[src/rtl/nes_pad_reader.sv]
// NES controller (4021 shift register) poller: drives latch/clock, samples serial
// data through a synchronizer and publishes an active-high button byte once per frame.
module nes_pad_reader #(
  parameter int CLK_DIV  = 6,
  parameter int POLL_GAP = 1000
) (
  input  logic       clk,
  input  logic       rst,
  input  logic       poll_en,
  input  logic       pad_data,
  output logic       pad_latch,
  output logic       pad_clk,
  output logic [7:0] buttons,
  output logic       valid,
  output logic       busy
);

  localparam int PH_W  = $clog2(2 * CLK_DIV);
  localparam int GAP_W = $clog2(POLL_GAP + 1);

  localparam logic [PH_W-1:0]  LATCH_LAST = PH_W'(2 * CLK_DIV - 1);
  localparam logic [PH_W-1:0]  SHIFT_LAST = PH_W'(CLK_DIV - 1);
  localparam logic [GAP_W-1:0] GAP_LOAD   = GAP_W'(POLL_GAP);

  typedef enum logic [2:0] {
    IDLE,
    LATCH,
    LOW,
    HIGH,
    DONE
  } state_t;

  state_t            state_q, state_d;
  logic [PH_W-1:0]   phase_q;
  logic [2:0]        bit_idx_q;
  logic [GAP_W-1:0]  gap_q;
  logic [7:0]        shift_q;
  logic [1:0]        sync_q;
  logic              phase_last;

  assign phase_last = (phase_q == ((state_q == LATCH) ? LATCH_LAST : SHIFT_LAST));

  // NOTE: state and every other flop use non-blocking assignments so all
  // registers update together from the same pre-edge values.
  always_ff @(posedge clk) begin
    if (rst) state_q <= IDLE;
    else     state_q <= state_d;
  end

  // NOTE: state_d gets its default before the case, so no path leaves it
  // unassigned and no latch is inferred.
  always_comb begin
    state_d = state_q;
    case (state_q)
      IDLE:    if (poll_en && gap_q == '0) state_d = LATCH;
      LATCH:   if (phase_last) state_d = LOW;
      LOW:     if (phase_last) state_d = (bit_idx_q == 3'd7) ? DONE : HIGH;
      HIGH:    if (phase_last) state_d = LOW;
      DONE:    state_d = IDLE;
      default: state_d = IDLE;
    endcase
  end

  always_ff @(posedge clk) begin
    if (rst) begin
      phase_q   <= '0;
      bit_idx_q <= '0;
      gap_q     <= '0;
      shift_q   <= '0;
      sync_q    <= 2'b11;
      buttons   <= '0;
      valid     <= 1'b0;
      pad_latch <= 1'b0;
      pad_clk   <= 1'b0;
      busy      <= 1'b0;
    end else begin
      sync_q <= {sync_q[0], pad_data};

      if (phase_last || state_q == IDLE || state_q == DONE) phase_q <= '0;
      else                                                   phase_q <= phase_q + 1'b1;

      if (state_q == LATCH) bit_idx_q <= '0;
      else if (state_q == LOW && phase_last && bit_idx_q != 3'd7) bit_idx_q <= bit_idx_q + 3'd1;

      // Controller data is active-low; store pressed as 1.
      if (state_q == LOW && phase_last) shift_q[bit_idx_q] <= ~sync_q[1];

      if (state_q == DONE)  gap_q <= GAP_LOAD;
      else if (gap_q != '0) gap_q <= gap_q - 1'b1;

      if (state_q == DONE) buttons <= shift_q;
      valid <= (state_q == DONE);

      // Pad-facing outputs are registered from the next state so they are glitch-free.
      pad_latch <= (state_d == LATCH);
      pad_clk   <= (state_d == HIGH);
      busy      <= (state_d == LATCH) || (state_d == LOW) || (state_d == HIGH);
    end
  end

endmodule

[config.mk]
export PLATFORM = sky130hd
export DESIGN_NAME = nes_pad_reader
export DESIGN_NICKNAME = d
export VERILOG_FILES = /design/src/rtl/nes_pad_reader.sv
export SDC_FILE = /design/constraint.sdc
export NUM_CORES = 1
export LEC_CHECK = 0
export CAP_MARGIN = 20
export CORE_MARGIN = 2
export CORE_UTILIZATION = 50
export CTS_CLUSTER_SIZE = 24
export DETAILED_ROUTE_END_ITERATION = 6
export GPL_ROUTABILITY_DRIVEN = 0
export PLACE_DENSITY = 0.76
export RECOVER_POWER = 25
export SLEW_MARGIN = 10
export SYNTH_ARGS = -nofsm -noshare
export SYNTH_HDL_FRONTEND = slang
export SYNTH_SLANG_ARGS = --single-unit
[constraint.sdc]
create_clock -name clk -period 3.8 [get_ports clk]
set_input_delay 0.76 -clock clk [delete_from_list [all_inputs] [get_ports clk]]
set_output_delay 0.76 -clock clk [all_outputs]
set_load 0.005 [all_outputs]
# Word-level counts from Yosys, hierarchy flattened
# Index checks and enable logic that the tools add are counted.
[op_classes]
n_lt_le_gt_ge = 2
n_eq_ne = 10
reduce_logical = 16
n_addsub = 3
muxes = 11
bitwise_logic = 1
[op_table]
columns = ["op", "n"]
rows = [
  ["$mux W10", 2],
  ["$eq A3 B2 Y1 const B", 4],
  ["$mux W3", 4],
  ["$logic_not A10 Y1", 1],
  ["$reduce_bool A10 Y1", 1],
  ["$sub A10 B1 Y10 const B", 1],
  ["$pmux W3 S3", 1],
  ["$bwmux W8", 1],
  ["$reduce_or A2 Y1", 4],
  ["$eq A3 B1 Y1 const B", 2],
  ["$eq A3 B3 Y1 const B", 2],
  ["$add A4 B1 Y4 const B", 1],
  ["$eq A4 B4 Y1", 1],
  ["$logic_and A1 B1 Y1", 4],
  ["$logic_or A1 B1 Y1", 4],
  ["$lt A3 B4 Y1 const B", 1],
  ["$mux W4", 1],
  ["$add A3 B1 Y3 const B", 1],
  ["$demux W1 S3", 1],
  ["$ge A3 B1 Y1 const B", 1],
  ["$logic_not A3 Y1", 1],
  ["$ne A3 B3 Y1 const B", 1],
  ["$reduce_bool A2 Y1", 1],
  ["$mux W1", 1],
  ["$not A1 Y1", 1],
]
[word_totals]
regBits = 42
elab_cells = 55
out_inout_bits = 12
inputBits = 4

# Depth between registers and ports, before layout
# Gate-level depths: netlist of run 1.
[logic_depth]
ltp_word = 8
ltp_mapped = 6
mapped_depth_nobuf = 6

# Least setup slack after synthesis of run 1
# Ideal clock, no wire load.
[synth_timing]
path_kind = "register to register"
start = "register gap_q[5]"
end = "register gap_q[9]"
period_less_slack_ps = 1824
t_arrival_ps = 1750
setup_ps = 74
setup_slack_ps = 1976
t_required_ps = 3726
path_buffers = 0
path_stages_with_launch = 5
path_cell_list = "dfxtp_1 -> or4_4 -> or4_4 -> a211o_1 -> a31oi_1"
[synth_between]
elab_chain_cells = 3
word_cells_on_any_way = 5
cone_classes = "1 x add/sub; 2 x mux; 2 x reduce/logical"
[synth_lines]
columns = ["item", "line_no", "rtl"]
rows = [
  ["start: declaration", "36", "logic [GAP_W-1:0] gap_q;"],
  ["start signal: assignment", "89", "else if (gap_q != '0) gap_q <= gap_q - 1'b1;"],
  ["$sub A10 B1 Y10", "89", ""],
  ["$mux W10", "89", ""],
  ["$mux W10", "88", "if (state_q == DONE) gap_q <= GAP_LOAD;"],
]
# Parallel ways exist; a longest one is shown, timed or not. The select of a mux whose other input is x is not followed.
# A chain may end at the register's enable or synchronous reset.

# Worst setup path after layout of run 1
[layout_timing]
start = "input port rst"
end = "register gap_q[1]"
[layout_between]
elab_chain_cells = 1
[layout_lines]
columns = ["item", "line_no", "rtl"]
rows = [
  ["start: declaration", "8", "input logic rst,"],
  ["$reduce_or A2 Y1 (no line)", "-", ""],
]
# No other way between the ends.

==> results.sh, run 1 <==
export IMPL_rsz0062_at_grt="no"
export IMPL_drt_first_iter_violations=86
export IMPL_initial_core_util_pct=51.8
export IMPL_cpPeakStageDelay_ps=900
export IMPL_area_delta_synth_final_pct=14.0
export IMPL_synthFlopType="dfxtp_1"
export IMPL_synth_warning_count=0
export IMPL_max_cap_violations=0
export IMPL_netSwitchingFraction_pct=32.7
export IMPL_row_count=22
export IMPL_clockRootBuffer="clkbuf_8"
export IMPL_die_h_um=65.6
export IMPL_dr_max_layer_used="met4"
export IMPL_antenna_found_initial=0
export IMPL_cts_reportedPaths_clkPinSlew_ps=80
export IMPL_crit_buf_inv=2
export IMPL_tns_ps=0
export IMPL_nets=232
export IMPL_fmax_ghz=0.410
export IMPL_p_per_area_nw_per_um2=626
export IMPL_cts_buffers=5
export IMPL_worstSkewPairLatency_ps=300
export IMPL_diodes=0
export IMPL_seq_area_frac_synth_pct=44.3
export IMPL_peakVddDrop_v=0.000269
export IMPL_p_clk_share_pct=25.7
export IMPL_synth_edf_count=0
export IMPL_ys_types=41
export IMPL_criticalPathCategory="in2reg"
export IMPL_grt_max_degree=29
export IMPL_cts_tree="yes"
export IMPL_status="complete, no violations"
export IMPL_critPathRequiredTime_ps=3920
export IMPL_relSlewSlack_pct=22.9
export IMPL_die_w_um=65.6
export IMPL_grt_pass1_wl_mm=6.35
export IMPL_drc=0
export IMPL_net_switching_power_uw=444
export IMPL_crit_family="buffers and inverters"
export IMPL_met2_length_mm=1.76
export IMPL_min_period_ps=2440
export IMPL_critPathMaxFanout=28
export IMPL_synthArstFlopShare_pct=0
export IMPL_io_pins=16
export IMPL_power_leakage_uw=0.000752
export IMPL_grt_ovfl_total=0
export IMPL_cp_cell_sequence="dlygate4sd3_1, clkbuf_1, a2111oi_0"
export IMPL_cts_hold_buf=0
export IMPL_cts_buffer_depth=2
export IMPL_crit_path_end_kind="register"
export IMPL_holdWs_ps=432
export IMPL_p_comb_share_pct=31.4
export IMPL_dp_hpwl_mm=2.59
export IMPL_postCtsSetupBuffers=0
export IMPL_drive_gt1_share_pct=8.04
export IMPL_cts_sinks=42
export IMPL_ant_nets=0
export IMPL_setup_violations_final=0
export IMPL_synth_seq_cells=42
export IMPL_post_drt_wl_per_cell_um=13.5
export IMPL_fillers=331
export IMPL_core_um2=3660
export IMPL_slew_viol_final=0
export IMPL_syn_area_per_cell_um2=9.08
export IMPL_wl_mm=3.68
export IMPL_met3_length_um=112
export IMPL_synthCells=209
export IMPL_htree_levels=2
export IMPL_grt_util_all_layers_pct=19.4
export IMPL_portBuffers=15
export IMPL_avgViaCountPerCell=5.80
export IMPL_dr_pass1_iters=4
export IMPL_synth_area_um2=1900
export IMPL_pwr_share_seq_pct=42.8
export IMPL_hold_class="reg2reg"
export IMPL_arrival_ps=2570
export IMPL_syn_nets=218
export IMPL_die_area_um2=4300
export IMPL_post_route_period_util_pct=64.3
export IMPL_cp_slowest_cell="clkbuf_1"
export IMPL_internal_power_uw=912
export IMPL_vias=1578
export IMPL_fin_worst_skew_ps=7.65
export IMPL_cts_resized=0
export IMPL_tightest_slew_ps=1160
export IMPL_critPathLaunchType="primary input"
export IMPL_grt_pass1_vias=1446
export IMPL_hold_violations=0
export IMPL_wl_met1_mm=1.73
[logic make-up (layout without fill, tap and decap cells)]
family / Yosys count / in the layout / synth area share [%]
compound gates: 50 / 50 / 17.1
xor+xnor: 7 / 7 / 3.23
mux: 2 / 2 / 1.05
fa+ha+maj: 5 / 5 / 3.30
simple gates: 87 / 87 / 26.4
buf+inv: 16 / 31 / 4.61
flops: 42 / 42 / 44.3
[power by group through the flow]
stage | logic (µW) | clock network [µW] | registers [µW]
after floorplan | 357 | 0 | 565
after global placement | 419 | 0 | 588
after detailed placement | 427 | 0 | 590
after CTS | 431 | 357 | 579
after global routing | 480 | 377 | 593
final | 426 | 349 | 581
[cell usage in the layout, fill, tap and decap left out, types with 6 or more instances in the layout]
master	instances
clkdlybuf4s50_1	14
nor2_1	13
a311oi_1	7
nor3_1	14
a21oi_1	23
inv_1	6
nand2_1	22
a31oi_1	8
dfxtp_1	42
[layer usage]
layer	vias to the layer above	GRT usage, %
met5	-	0
met4	0	9.38
met3	7	3.60
met2	22	30.9
met1	752	25.2
li1	797	-
[cell usage after synthesis, types with 3 or more instances]
master     n  area (µm²)
a211oi_1   3        22.5
a21oi_1   23         115
a311oi_1   7        61.3
a31oi_1    8        50.1
and4_1     5        43.8
clkbuf_1   7        26.3
dfxtp_1   42         841
ha_1       5        62.6
inv_1      6        22.5
nand2_1   22        82.6
nand3_1    4        20.0
nor2_1    13        48.8
nor2b_1    3        18.8
nor3_1    14        70.1
nor3b_1    4        30.0
or2_2      3        18.8
or3b_1     4        35.0
xnor2_1    5        43.8
[final timing paths]
kind                                 start         end  slack, ps  cells past startpoint
worst max register to register  state_q[1]  shift_q[0]       1840                      4
worst min-delay path             sync_q[0]   sync_q[1]        430                      1
worst max-delay path                   rst    gap_q[1]       1360                      3
worst min register to register   sync_q[0]   sync_q[1]        430                      1
[final cells by class]
class | count | area, µm² | area share (%)
Sequential cell | 42 | 841 | 38.8
Multi-Input combinational cell | 151 | 970 | 44.8
Clock inverter | 2 | 37.5 | 1.73
Timing Repair Buffer | 17 | 161 | 7.46
Inverter | 6 | 22.5 | 1.04
Tap cell | 48 | 60.1 | 2.77
Clock buffer | 6 | 72.6 | 3.35
[registers in the layout, summed over array words and instances, names as in the netlist]
signal     flops
pad_clk        1
busy           1
state_q        3
phase_q        4
buttons        8
pad_latch      1
valid          1
sync_q         2
gap_q         10
bit_idx_q      3
shift_q        8
[stage by stage]
stage	setup slack, ps	utilization, %	cell area, µm²	instances	total power, µW
finish	1360	59.1	2160	272	1360
global route	1230	59.1	2160	272	1450
CTS	1870	59.2	2170	272	1370
detailed placement	1690	56.2	2060	264	1020
global placement	1710	56.2	2060	264	1010
floorplan	1980	-	1900	209	922
Power figures use the tool's default switching activity.
==> run 2: changes to the inputs <==
--- a/config.mk
+++ b/config.mk
@@ -11,7 +11,7 @@
 export CTS_CLUSTER_SIZE = 24
 export DETAILED_ROUTE_END_ITERATION = 6
 export GPL_ROUTABILITY_DRIVEN = 0
-export PLACE_DENSITY = 0.76
+export PLACE_DENSITY = 0.79
 export RECOVER_POWER = 25
 export SLEW_MARGIN = 10
 export SYNTH_ARGS = -nofsm -noshare
==> constraint.sdc (replaced) <==
create_clock -name clk -period 2.1 [get_ports clk]
set_input_delay 0.42 -clock clk [delete_from_list [all_inputs] [get_ports clk]]
set_output_delay 0.42 -clock clk [all_outputs]
set_load 0.005 [all_outputs]
==> run 2 against run 1 <==
  * Clock power is 84% higher
  * Register-to-register slack worse by 1600 ps
  * Setup slack worse by 1100 ps
  * Count of clock-buffer cells in the layout is 1 lower
  * Non-clock buffer count is 5 higher
  * Sequential power is 77% higher
  * Final cell count is 1.8% higher
  * Via count is 0.13% higher
  * First-iteration DRC count is 21% higher
==> results.sh, run 2 (synthesis gave the netlist of run 1 again) <==
export IMPL_status="complete, no violations"
export IMPL_tns_ps=0
export IMPL_row_count=22
export IMPL_core_um2=3660
export IMPL_post_route_period_util_pct=89.6
export IMPL_fmax_ghz=0.531
export IMPL_cts_buffer_depth=2
export IMPL_rsz0062_at_grt="no"
export IMPL_crit_top_cell="or4_4"
export IMPL_diodes=0
export IMPL_dp_slack_ps=229
export IMPL_multi_input_area_um2=970
export IMPL_largest_register_ffs=10
export IMPL_cts_buffers=5
export IMPL_drt_first_iter_violations=104
export IMPL_hold_class="reg2reg"
export IMPL_setup_violations_final=0
export IMPL_cts_sinks=42
export IMPL_min_period_ps=1880
export IMPL_ant_nets=0
export IMPL_p_per_area_nw_per_um2=1120
export IMPL_cts_tree="yes"
export IMPL_worstSkewPairLatency_ps=300
export IMPL_clockRootBuffer="clkbuf_8"
export IMPL_avgViaCountPerCell=5.70
export IMPL_cp_cell_sequence="or4_4, or4_4, a211o_1, a31oi_1"
export IMPL_relSlewSlack_pct=61.9
export IMPL_dp_hpwl_mm=2.58
export IMPL_area_delta_synth_final_pct=15.8
export IMPL_timing_final_ws_setup_ps=218
export IMPL_critPathMaxFanout=5
export IMPL_layout_cells_non_filler=277
export IMPL_die_area_um2=4300
export IMPL_tightest_slew_ps=564
export IMPL_largest_register="gap_q"
export IMPL_antenna_found_initial=0
export IMPL_postCtsSetupBuffers=0
export IMPL_arrival_ps=2110
export IMPL_seq_area_um2=841
export IMPL_htree_levels=2
export IMPL_grt_pass1_wl_mm=6.49
export IMPL_drive_gt1_share_pct=10.0
export IMPL_post_drt_wl_per_cell_um=13.0
export IMPL_die_h_um=65.6
export IMPL_cpPeakStageDelay_ps=560
export IMPL_cts_resized=0
export IMPL_crit_path_end_kind="register"
export IMPL_vias=1580
export IMPL_dp_cells=269
export IMPL_criticalPathCategory="reg2reg"
export IMPL_power_leakage_uw=0.000784
export IMPL_grt_ovfl_total=0
export IMPL_portBuffers=15
export IMPL_drc=0
export IMPL_die_w_um=65.6
export IMPL_critPathRequiredTime_ps=2330
export IMPL_hold_violations=0
export IMPL_max_cap_violations=0
export IMPL_critPathLaunchType="register"
export IMPL_peakVddDrop_v=0.000501
export IMPL_grt_max_degree=27
export IMPL_final_cell_mix="dfxtp_1, a21oi_1, nand2_1"
export IMPL_nets=237
export IMPL_initial_core_util_pct=51.8
export IMPL_cp_slowest_cell="or4_4"
export IMPL_grt_util_all_layers_pct=19.5
export IMPL_largest_registers="gap_q x10, buttons x8, shift_q x8"
export IMPL_slew_viol_final=0
export IMPL_wl_mm=3.61
export IMPL_layout_commonest_cell="dfxtp_1"
export IMPL_dr_pass1_iters=4
export IMPL_cts_hold_buf=0
export IMPL_io_pins=16
export IMPL_fillers=319
export IMPL_cts_reportedPaths_clkPinSlew_ps=90
export IMPL_grt_pass1_vias=1496
export IMPL_fin_worst_skew_ps=8.38
[run 2: cell count changes in the layout (fill, tap and decap cells not counted)]
| cell | before | now |
|---|---|---|
| clkdlybuf4s50_1 | 14 | 13 |
| clkinv_2 | 0 | 1 |
| buf_4 | 1 | 4 |
| inv_6 | 0 | 1 |
| clkinvlp_4 | 1 | 0 |
| clkbuf_2 | 0 | 1 |
| dlygate4sd3_1 | 1 | 2 |
[run 2: area by class of cell]
cell class              count  area share [%]
clock buffers               5            3.13
clock inverters             3            1.99
inverters                   6            1.02
multi-input cells         151            44.1
flip-flops and latches     42            38.2
well taps                  48            2.73
repair buffers             22            8.76
[run 2: critical path, delay by kind of cell (launching register included)]
kind / cells / cell delay [ps]
AOI/OAI and AO/OA: 2 / 420
DFF: 1 / 350
and+or+nand+nor: 2 / 1050
[run 2: path summary, 6_finish.rpt]
| path | depth (start not counted) | start | to | slack (ps) |
|---|---|---|---|---|
| hold / removal | 1 | sync_q[0] | sync_q[1] | 420 |
| hold reg to reg | 1 | sync_q[0] | sync_q[1] | 420 |
| setup reg to reg | 4 | gap_q[5] | gap_q[9] | 220 |
| setup / recovery | 4 | gap_q[5] | gap_q[9] | 220 |
[run 2: where the power goes]
group,leakage (µW),total (µW),internal (µW),switching [µW]
Combinational,0.000385,792,390,402
Sequential,0.000341,1030,912,122
Clock,0.0000585,642,356,285
Total,0.000784,2470,1660,809
[run 2: metal layers]
| layer | global-route usage, % | vias to the layer above | share of wire (%) |
|---|---|---|---|
| met2 | 30.0 | 39 | 46 |
| met1 | 25.3 | 729 | 48 |
| met4 | 8.33 | 0 | 1.3 |
| met3 | 5.82 | 6 | 4.5 |
| met5 | 0 | - | 0 |
| li1 | - | 806 | - |
[run 2: per-stage QoR]
| stage | hold slack, ps | cell area [µm²] | total power (µW) | util (%) |
|---|---|---|---|---|
| after floorplan | 389 | 1900 | 1670 | - |
| after global placement | 395 | 2100 | 1830 | 57.2 |
| after detailed placement | 397 | 2100 | 1850 | 57.2 |
| after CTS | 420 | 2210 | 2490 | 60.3 |
| after global routing | 437 | 2200 | 2630 | 60.0 |
| final | 416 | 2200 | 2470 | 60.0 |
==> run 3: changes to the inputs <==
--- a/config.mk
+++ b/config.mk
@@ -11,7 +11,7 @@
 export CTS_CLUSTER_SIZE = 24
 export DETAILED_ROUTE_END_ITERATION = 6
 export GPL_ROUTABILITY_DRIVEN = 0
-export PLACE_DENSITY = 0.79
+export PLACE_DENSITY = 0.76
 export RECOVER_POWER = 25
 export SLEW_MARGIN = 10
 export SYNTH_ARGS = -nofsm -noshare
==> constraint.sdc (replaced) <==
create_clock -name clk -period 2.2 [get_ports clk]
set_input_delay 0.44 -clock clk [delete_from_list [all_inputs] [get_ports clk]]
set_output_delay 0.44 -clock clk [all_outputs]
set_load 0.005 [all_outputs]
==> run 3 against run 2 <==
  * Fmax down 0.19%
  * Core utilization down 0.92 points
  * Largest power group unchanged
  * Power down 11%
==> results.sh, run 3 (synthesis gave the netlist of run 1 again) <==
export IMPL_drt_first_iter_violations=87
export IMPL_timing_final_ws_setup_ps=314
export IMPL_pwr_share_seq_pct=45.0
export IMPL_relSlewSlack_pct=51.8
export IMPL_status="complete, no violations"
export IMPL_row_count=22
export IMPL_ant_nets=0
export IMPL_post_drt_wl_per_cell_um=12.8
export IMPL_htree_levels=2
export IMPL_fin_total_pwr_uw=2190
export IMPL_grt_util_all_layers_pct=18.6
export IMPL_internal_power_uw=1460
export IMPL_power_leakage_uw=0.000772
export IMPL_die_w_um=65.6
export IMPL_final_cell_mix="dfxtp_1, a21oi_1, nand2_1"
export IMPL_p_clk_share_pct=20.5
export IMPL_cts_hold_buf=0
export IMPL_setup_violations_final=0
export IMPL_diodes=0
export IMPL_slew_viol_final=0
export IMPL_p_per_area_nw_per_um2=1010
export IMPL_layout_commonest_cell="dfxtp_1"
export IMPL_largest_registers="gap_q x10, buttons x8, shift_q x8"
export IMPL_layout_cells_non_filler=275
export IMPL_cts_buffers=5
export IMPL_cts_tree="yes"
export IMPL_drc=0
export IMPL_peakVddDrop_v=0.000496
export IMPL_use_met1_pct=25.8
export IMPL_critPathMaxFanout=5
export IMPL_portBuffers=15
export IMPL_net_switching_power_uw=727
export IMPL_min_period_ps=1890
export IMPL_max_cap_violations=0
export IMPL_cts_buffer_depth=2
export IMPL_cts_resized=0
export IMPL_die_area_um2=4300
export IMPL_drive_gt1_share_pct=10.1
export IMPL_initial_core_util_pct=51.8
export IMPL_grt_ovfl_total=0
export IMPL_worstSkewPairLatency_ps=280
export IMPL_area_delta_synth_final_pct=14.0
export IMPL_largest_register="gap_q"
export IMPL_tns_ps=0
export IMPL_dp_hpwl_mm=2.49
export IMPL_fmax_ghz=0.530
export IMPL_cts_sinks=42
export IMPL_critPathRequiredTime_ps=2410
export IMPL_netSwitchingFraction_pct=33.3
export IMPL_dp_cells=268
export IMPL_grt_pass1_wl_mm=6.16
export IMPL_antenna_found_initial=0
export IMPL_grt_use_met3_pct=5.14
export IMPL_avgViaCountPerCell=5.61
export IMPL_clockRootBuffer="clkbuf_8"
export IMPL_largest_register_ffs=10
export IMPL_hold_class="reg2reg"
export IMPL_io_pins=16
export IMPL_dp_slack_ps=325
export IMPL_criticalPathCategory="reg2reg"
export IMPL_post_route_period_util_pct=85.7
export IMPL_vias=1543
export IMPL_dr_pass1_iters=4
export IMPL_nets=236
export IMPL_wl_mm=3.53
export IMPL_tightest_slew_ps=723
export IMPL_die_h_um=65.6
export IMPL_crit_path_end_kind="register"
export IMPL_cts_reportedPaths_clkPinSlew_ps=70
export IMPL_postCtsSetupBuffers=0
export IMPL_grt_max_degree=37
export IMPL_arrival_ps=2090
export IMPL_hold_violations=0
export IMPL_gr_max_usage_layer="met2"
export IMPL_holdWs_ps=416
export IMPL_core_um2=3660
export IMPL_grt_met2_usage_pct=27.7
export IMPL_critPathLaunchType="register"
export IMPL_rsz0062_at_grt="no"
export IMPL_fin_worst_skew_ps=5.20
export IMPL_grt_pass1_vias=1363
export IMPL_p_comb_share_pct=34.5
[run 3: worst paths after layout]
check | start | to | slack [ps] | cells past startpoint
max | gap_q[5] | gap_q[9] | 310 | 4
min | sync_q[0] | sync_q[1] | 420 | 1
min reg2reg | sync_q[0] | sync_q[1] | 420 | 1
max reg2reg | gap_q[5] | gap_q[9] | 310 | 4
[run 3: layout make-up]
type / count / area [µm²]
clock inverters: 2 / 10.0
inverters: 6 / 22.5
flip-flops and latches: 42 / 841
multi-input cells: 151 / 970
fillers: 322 / 1500
clock buffers: 5 / 68.8
repair buffers: 21 / 193
well taps: 48 / 60.1
[run 3: power groups by stage]
stage	Clock, µW	Sequential [µW]	Combinational (µW)
2_1_floorplan	0	977	616
3_3_place_gp	0	992	755
3_5_place_dp	0	1000	756
4_1_cts	468	983	762
5_1_grt	501	1000	860
6_report	448	984	753
[run 3: worst max-delay path, stage by stage, from the launching register on]
cell and delay (ps):
dfxtp_1 350, or4_4 550, or4_4 490, a211o_1 270, a31oi_1 150
[run 3: metal layers]
| layer | part of all wire, % | wire (µm) |
|---|---|---|
| met5 | 0 | 0 |
| met3 | 3.6 | 127 |
| met2 | 46 | 1620 |
| met4 | 0.85 | 30 |
| met1 | 50 | 1760 |
[run 3: per-stage QoR]
step,area (µm²),utilization [%]
global route,2160,59.1
CTS,2180,59.5
floorplan,1900,-
finish,2160,59.1
global placement,2100,57.4
detailed placement,2100,57.4
